===== src/rtl/ppu_dma_writer_if.sv =====
// Bus bundle between the DMA writer, its staging RAM read port and the PPU CPU-side write port.
// The master modport is the DMA side; the slave modport is the RAM + PPU side.
interface ppu_dma_writer_if #(
  parameter int ADDR_W = 12,
  parameter int DATA_W = 32,
  parameter int SRC_AW = 10
);
  logic              src_rd;
  logic [SRC_AW-1:0] src_addr;
  logic [DATA_W-1:0] src_data;
  logic [ADDR_W-1:0] address;
  logic [DATA_W-1:0] write_data;
  logic              write;
  logic              chipselect;
  logic              bus_ready;

  modport master (
    output src_rd, src_addr, address, write_data, write, chipselect,
    input  src_data, bus_ready
  );

  modport slave (
    input  src_rd, src_addr, address, write_data, write, chipselect,
    output src_data, bus_ready
  );
endinterface


===== src/rtl/ppu_dma_writer.sv =====
// Copies a block of words from the staging RAM into PPU memory, one read/fetch/write triple per word,
// optionally holding off each read until vblank so OAM and tile updates never tear.
module ppu_dma_writer #(
  parameter int ADDR_W = 12,
  parameter int DATA_W = 32,
  parameter int SRC_AW = 10,
  parameter int LEN_W  = 10
) (
  input  logic              clk,
  input  logic              reset,
  input  logic              start,
  input  logic              abort,
  input  logic [SRC_AW-1:0] src_base,
  input  logic [ADDR_W-1:0] dst_base,
  input  logic [LEN_W-1:0]  length,
  input  logic              vblank_sync,
  input  logic              vblank,
  output logic              busy,
  output logic              done,
  ppu_dma_writer_if.master  bus
);

  typedef enum logic [2:0] {
    S_IDLE,
    S_WAIT_VB,
    S_READ,
    S_FETCH,
    S_WRITE,
    S_DONE
  } state_t;

  state_t            r_state;
  state_t            w_next;
  logic [SRC_AW-1:0] r_src_ptr;
  logic [ADDR_W-1:0] r_dst_ptr;
  logic [LEN_W-1:0]  r_remain;
  logic              r_sync;
  logic [DATA_W-1:0] r_wdata;
  logic              w_launch;
  logic              w_accept;

  assign w_launch = (r_state == S_IDLE) && start && !abort;
  assign w_accept = (r_state == S_WRITE) && bus.bus_ready;

  always_ff @(posedge clk) begin
    if (!reset) begin
      r_state <= S_IDLE;
    end else begin
      r_state <= w_next;
    end
  end

  // The vblank gate is evaluated on every transition into READ, so a read is never issued outside vblank.
  always_comb begin
    w_next = r_state;
    case (r_state)
      S_IDLE: begin
        if (w_launch) begin
          if (length == '0) begin
            w_next = S_DONE;
          end else if (vblank_sync && !vblank) begin
            w_next = S_WAIT_VB;
          end else begin
            w_next = S_READ;
          end
        end
      end
      S_WAIT_VB: begin
        if (vblank) begin
          w_next = S_READ;
        end
      end
      S_READ:  w_next = S_FETCH;
      S_FETCH: w_next = S_WRITE;
      S_WRITE: begin
        if (bus.bus_ready) begin
          if (r_remain == LEN_W'(1)) begin
            w_next = S_DONE;
          end else if (r_sync && !vblank) begin
            w_next = S_WAIT_VB;
          end else begin
            w_next = S_READ;
          end
        end
      end
      S_DONE:  w_next = S_IDLE;
      default: w_next = S_IDLE;
    endcase
    if (abort) begin
      w_next = S_IDLE;
    end
  end

  always_ff @(posedge clk) begin
    if (!reset) begin
      r_src_ptr <= '0;
      r_dst_ptr <= '0;
      r_remain  <= '0;
      r_sync    <= 1'b0;
      r_wdata   <= '0;
    end else begin
      if (w_launch) begin
        r_src_ptr <= src_base;
        r_dst_ptr <= dst_base;
        r_remain  <= length;
        r_sync    <= vblank_sync;
      end
      if (r_state == S_FETCH) begin
        r_wdata <= bus.src_data;
      end
      // Pointers wrap naturally at their own widths.
      if (w_accept) begin
        r_src_ptr <= r_src_ptr + 1'b1;
        r_dst_ptr <= r_dst_ptr + 1'b1;
        r_remain  <= r_remain - 1'b1;
      end
    end
  end

  assign busy           = (r_state != S_IDLE);
  assign done           = (r_state == S_DONE);
  assign bus.src_rd     = (r_state == S_READ);
  assign bus.src_addr   = r_src_ptr;
  assign bus.address    = r_dst_ptr;
  assign bus.write_data = r_wdata;
  assign bus.write      = (r_state == S_WRITE);
  assign bus.chipselect = (r_state == S_WRITE);

endmodule


===== src/flat_wrapper.sv =====
// flat-port wrapper written by rule: the top's interface ports become plain ports
module ppu_dma_writer_flat 
#(
  parameter int ADDR_W = 12,
  parameter int DATA_W = 32,
  parameter int SRC_AW = 10,
  parameter int LEN_W  = 10
)
  (clk, reset, start, abort, src_base, dst_base, length, vblank_sync, vblank, busy, done, bus_src_rd, bus_src_addr, bus_address, bus_write_data, bus_write, bus_chipselect, bus_src_data, bus_bus_ready);
  ppu_dma_writer_if #(.ADDR_W(ADDR_W), .DATA_W(DATA_W), .SRC_AW(SRC_AW)) bus_i ();
  input  logic clk;
  input  logic reset;
  input  logic start;
  input  logic abort;
  input  logic [SRC_AW-1:0] src_base;
  input  logic [ADDR_W-1:0] dst_base;
  input  logic [LEN_W-1:0] length;
  input  logic vblank_sync;
  input  logic vblank;
  output logic busy;
  output logic done;
  output wire logic [$bits(bus_i.src_rd)-1:0] bus_src_rd;
  output wire logic [$bits(bus_i.src_addr)-1:0] bus_src_addr;
  output wire logic [$bits(bus_i.address)-1:0] bus_address;
  output wire logic [$bits(bus_i.write_data)-1:0] bus_write_data;
  output wire logic [$bits(bus_i.write)-1:0] bus_write;
  output wire logic [$bits(bus_i.chipselect)-1:0] bus_chipselect;
  input wire logic [$bits(bus_i.src_data)-1:0] bus_src_data;
  input wire logic [$bits(bus_i.bus_ready)-1:0] bus_bus_ready;
  assign bus_src_rd = bus_i.src_rd;
  assign bus_src_addr = bus_i.src_addr;
  assign bus_address = bus_i.address;
  assign bus_write_data = bus_i.write_data;
  assign bus_write = bus_i.write;
  assign bus_chipselect = bus_i.chipselect;
  assign bus_i.src_data = bus_src_data;
  assign bus_i.bus_ready = bus_bus_ready;
  ppu_dma_writer #(.ADDR_W(ADDR_W), .DATA_W(DATA_W), .SRC_AW(SRC_AW), .LEN_W(LEN_W)) u_core (.clk(clk), .reset(reset), .start(start), .abort(abort), .src_base(src_base), .dst_base(dst_base), .length(length), .vblank_sync(vblank_sync), .vblank(vblank), .busy(busy), .done(done), .bus(bus_i));
endmodule

===== config.mk =====
export PLATFORM = sky130hd
export DESIGN_NAME = ppu_dma_writer_flat
export DESIGN_NICKNAME = d
export VERILOG_FILES = /design/src/rtl/ppu_dma_writer_if.sv /design/src/rtl/ppu_dma_writer.sv /design/src/flat_wrapper.sv
export SDC_FILE = /design/constraint.sdc
export NUM_CORES = 1
export LEC_CHECK = 0
export ABC_AREA = 1
export BUFFER_PORTS_ARGS = -buffer_cell sky130_fd_sc_hd__buf_2
export CORE_ASPECT_RATIO = 0.6
export CORE_MARGIN = 3
export CORE_UTILIZATION = 30
export DETAILED_ROUTE_END_ITERATION = 10
export HOLD_SLACK_MARGIN = 0.06
export PLACE_DENSITY = 0.5
export SYNTH_ARGS = -nofsm -noshare
export SYNTH_HDL_FRONTEND = slang
export SYNTH_SLANG_ARGS = --single-unit

===== constraint.sdc =====
create_clock -name clk -period 4.1 [get_ports clk]
set_clock_uncertainty 0.05 [all_clocks]
set_input_delay 0.615 -clock clk [delete_from_list [all_inputs] [get_ports clk]]
set_output_delay 0.615 -clock clk [all_outputs]
set_load 0.005 [all_outputs]

==> out/results.tsv <==
stage	metric	value	unit
yosys	Mean Syn Cell Area	6.82	sq um
global_routing	vias in the first global route	3303	
yosys	Synth Net Count	571	
placed_design	pre-CTS WS	1650	ps
global_routing	first-pass GRT wire length	17.0	mm
sta	fin. max-slew vios	0	
power	Leakage	2.16	nW
floorplan	Die Ht	88.2	um
sta	WHS	433	ps
sta	Final setup viols	0	
sta	Slew @ Worst Pin	955	ps
worst_setup_path	Crit Path Class	register to register	
hold_path	class of the tightest hold or removal check	register to register	
floorplan	chip width	143	um
yosys	area share of the leading cell type in the synthesized netlist	40.3	%
placed_design	routability cong.	0.822	
sta	RSZ-0062 raised after global routing	false	
worst_setup_path	worst-path maximum fanout	21	
detailed_routing	DR iter-0 viols	258	
power	maximum vdd drop	0.214	mV
finish	non-filler instance count after layout	760	
run_status	outcome	completed	
finish	fraction of layout cells with a size suffix above 1	26.6	%
clock_network	cts repair resizes	0	
sta	Fin Setup TNS	0	ps
worst_setup_path	CP Capture Type	register	
sta	crit path time final	2130	ps
detailed_routing	final wirelength	10.4	mm
finish	Filler Cell Count	1124	
floorplan	Die Area	0.0126	sq mm
yosys	cell taking the most area after synthesis	dfxtp_1	
placed_design	number of buffers added on ports	129	
clock_network	CTS tree	built	
yosys	top cells by area, synth	dfxtp_1, nor2_1, nand2_1	
clock_network	CTS sink count	68	
sta	final cycle utilization of the critical path	52.0	%
yosys	synth unique cells	35	
clock_network	hold buffer count at CTS	0	
detailed_routing	ANT nets after route	0	
clock_network	Clock Tree Root	clkbuf_16	
clock_network	Clock H-tree levels	3	
yosys	FF+latch count, synth	68	
finish	Storage cell area	0.00136	sq mm
clock_network	setup repair bufs after CTS	0	
global_routing	largest net degree at the start of global routing	49	
sta	Final Hold Fails	0	
worst_setup_path	CP required	4280	ps
floorplan	FP Rows	29	
clock_network	CTS clk-pin slew, worst paths	60	ps
finish	P&R area growth vs syn	31.3	%
finish	Inserted Diodes	0	
yosys	Yosys warnings	0	
clock_network	Longest Clk Path Bufs	2	
detailed_routing	DRC viols	0	
yosys	cells after synthesis	496	
floorplan	Initial Utilization	31.4	%
run	Max-Cap Viols	0	
finish	Final nets	691	
sta	Slew HR	36.1	%
detailed_routing	Vias	3586	
yosys	asr flop ratio synth	0	%
clock_network	CTS Buf Count	9	
placed_design	Cells after DPL	744	
detailed_routing	WL per Instance	13.7	um
finish	final core area utilization	41.2	%
yosys	dominant synthesized flop cell	dfxtp_1	
finish	footprint of the multi-input gates	0.00175	sq mm
sta	Highest Clock Rate	0.469	GHz
floorplan	CORE AREA	0.0108	sq mm
global_routing	total grt overflow	0	
worst_setup_path	Worst setup SP type	register	
floorplan	I/O pin cnt	130	
global_routing	all-layer global routing usage	16.8	%
sta	Final WS setup	1970	ps
clock_network	Clk Latency, worst-skew pair	330	ps
detailed_routing	DR pass1 iterations	6	
yosys	number of synthesized flops with an enable pin	0	
placed_design	hpwl dp	7.58	mm
worst_setup_path	worst path arrival time	2310	ps
yosys	Post-Syn Area	0.00338	sq mm
power	power density cells	385	mW/mm^2
yosys	post-synthesis sequential area ratio	40.3	%
detailed_routing	Vias/cell	4.72	
global_routing	number of antenna violations at the first check in global routing	0	
-- flip-flops by register name, summed over array words and instances (netlist names) --
signal / count
u_core.r_remain: 10
u_core.bus.write_data: 32
u_core.bus.address: 12
u_core.r_state: 3
u_core.bus.src_addr: 10
u_core.r_sync: 1
-- path summary, 6_finish.rpt --
| check | from | endpoint | slack (ps) | depth (start not counted) |
|---|---|---|---|---|
| worst max-delay path | u_core.r_state[2] | u_core.bus.address[4] | 1970 | 10 |
| worst min-delay path | u_core.r_remain[9] | u_core.r_remain[9] | 430 | 2 |
| worst max register to register | u_core.r_state[2] | u_core.bus.address[4] | 1970 | 10 |
| worst min register to register | u_core.r_remain[9] | u_core.r_remain[9] | 430 | 2 |
-- per-stage QoR --
stage / total power, mW / area (sq um)
after floorplan: 0.809 / 3380
final: 1.71 / 4440
after global routing: 1.79 / 4440
after CTS: 1.73 / 4440
after global placement: 0.885 / 4110
after detailed placement: 0.885 / 4110
-- logic make-up after synthesis --
group | synth area share, %
and+or+nand+nor | 31.7
buffers and inverters | 8.18
DFF | 40.3
AOI/OAI and AO/OA | 16.8
xor gates and xnor gates | 1.55
adders and majority gates | 1.48
-- synthesized netlist by cell type, types with 4 or more instances --
master,count
nand2_1,99
or2_2,4
o21a_1,5
inv_1,37
o221ai_1,5
nor2_1,100
nor3_1,9
o21ai_0,42
xor2_1,6
nand3_1,26
a21oi_1,31
o211ai_1,8
buf_2,6
o21ai_1,7
clkbuf_1,11
inv_2,5
ha_1,4
dfxtp_1,68
-- layout by cell type, fill, tap and decap left out --
cell type / Yosys / final
o221ai_1: 5 / 5
o21ai_1: 7 / 7
buf_4: 3 / 2
nand2_4: 3 / 3
and3_1: 1 / 1
a21oi_1: 31 / 31
nor2_4: 1 / 1
bufinv_16: 0 / 2
nor2_8: 1 / 1
clkbuf_8: 0 / 1
inv_2: 5 / 5
nor3b_1: 1 / 1
a31oi_1: 3 / 3
clkinv_1: 1 / 1
o211ai_1: 8 / 8
buf_2: 6 / 129
ha_1: 4 / 4
nand3_1: 26 / 26
inv_1: 37 / 37
inv_4: 1 / 1
o21bai_1: 1 / 1
nand3b_1: 1 / 1
o21ai_0: 42 / 42
nor3_1: 9 / 9
nor2_1: 100 / 100
dfxtp_1: 68 / 68
nand4_1: 1 / 1
nand2_2: 1 / 1
clkinvlp_4: 0 / 3
clkinv_2: 0 / 1
xor2_1: 6 / 6
nand2_1: 99 / 99
o21a_1: 5 / 5
or2_2: 4 / 4
nor3_4: 1 / 2
clkbuf_16: 0 / 9
-- cell type report --
cell class | count | share of cell area, %
inverters | 44 | 3.78
repair buffers | 131 | 14.9
clock inverters | 6 | 1.97
multi-input cells | 362 | 39.4
flip-flops and latches | 68 | 30.7
clock buffers | 10 | 5.38
well taps | 139 | 3.92
-- critical path: stages, from the launching register on --
cell     delay [ps]
dfxtp_1         360
inv_2           190
nand2_4         100
nor2_4          430
inv_4           210
nand2_4         220
inv_2           190
nand2_1         100
nand3_1          70
nand2_1          60
inv_1            40
-- power breakdown --
part / internal (mW) / switching (mW) / total [mW] / leakage, nW
combinational: 0.0714 / 0.0979 / 0.169 / 1.46
clock: 0.547 / 0.291 / 0.838 / 0.151
sequential: 0.681 / 0.0212 / 0.702 / 0.552
-- metal layers --
| layer | wire [um] | GRT usage [%] |
|---|---|---|
| met1 | 5260 | 24.3 |
| met2 | 4270 | 24.4 |
| met3 | 808 | 5.62 |
| met5 | 0 | 0 |
| met4 | 89 | 3.71 |
Power figures use the tool's default switching activity.
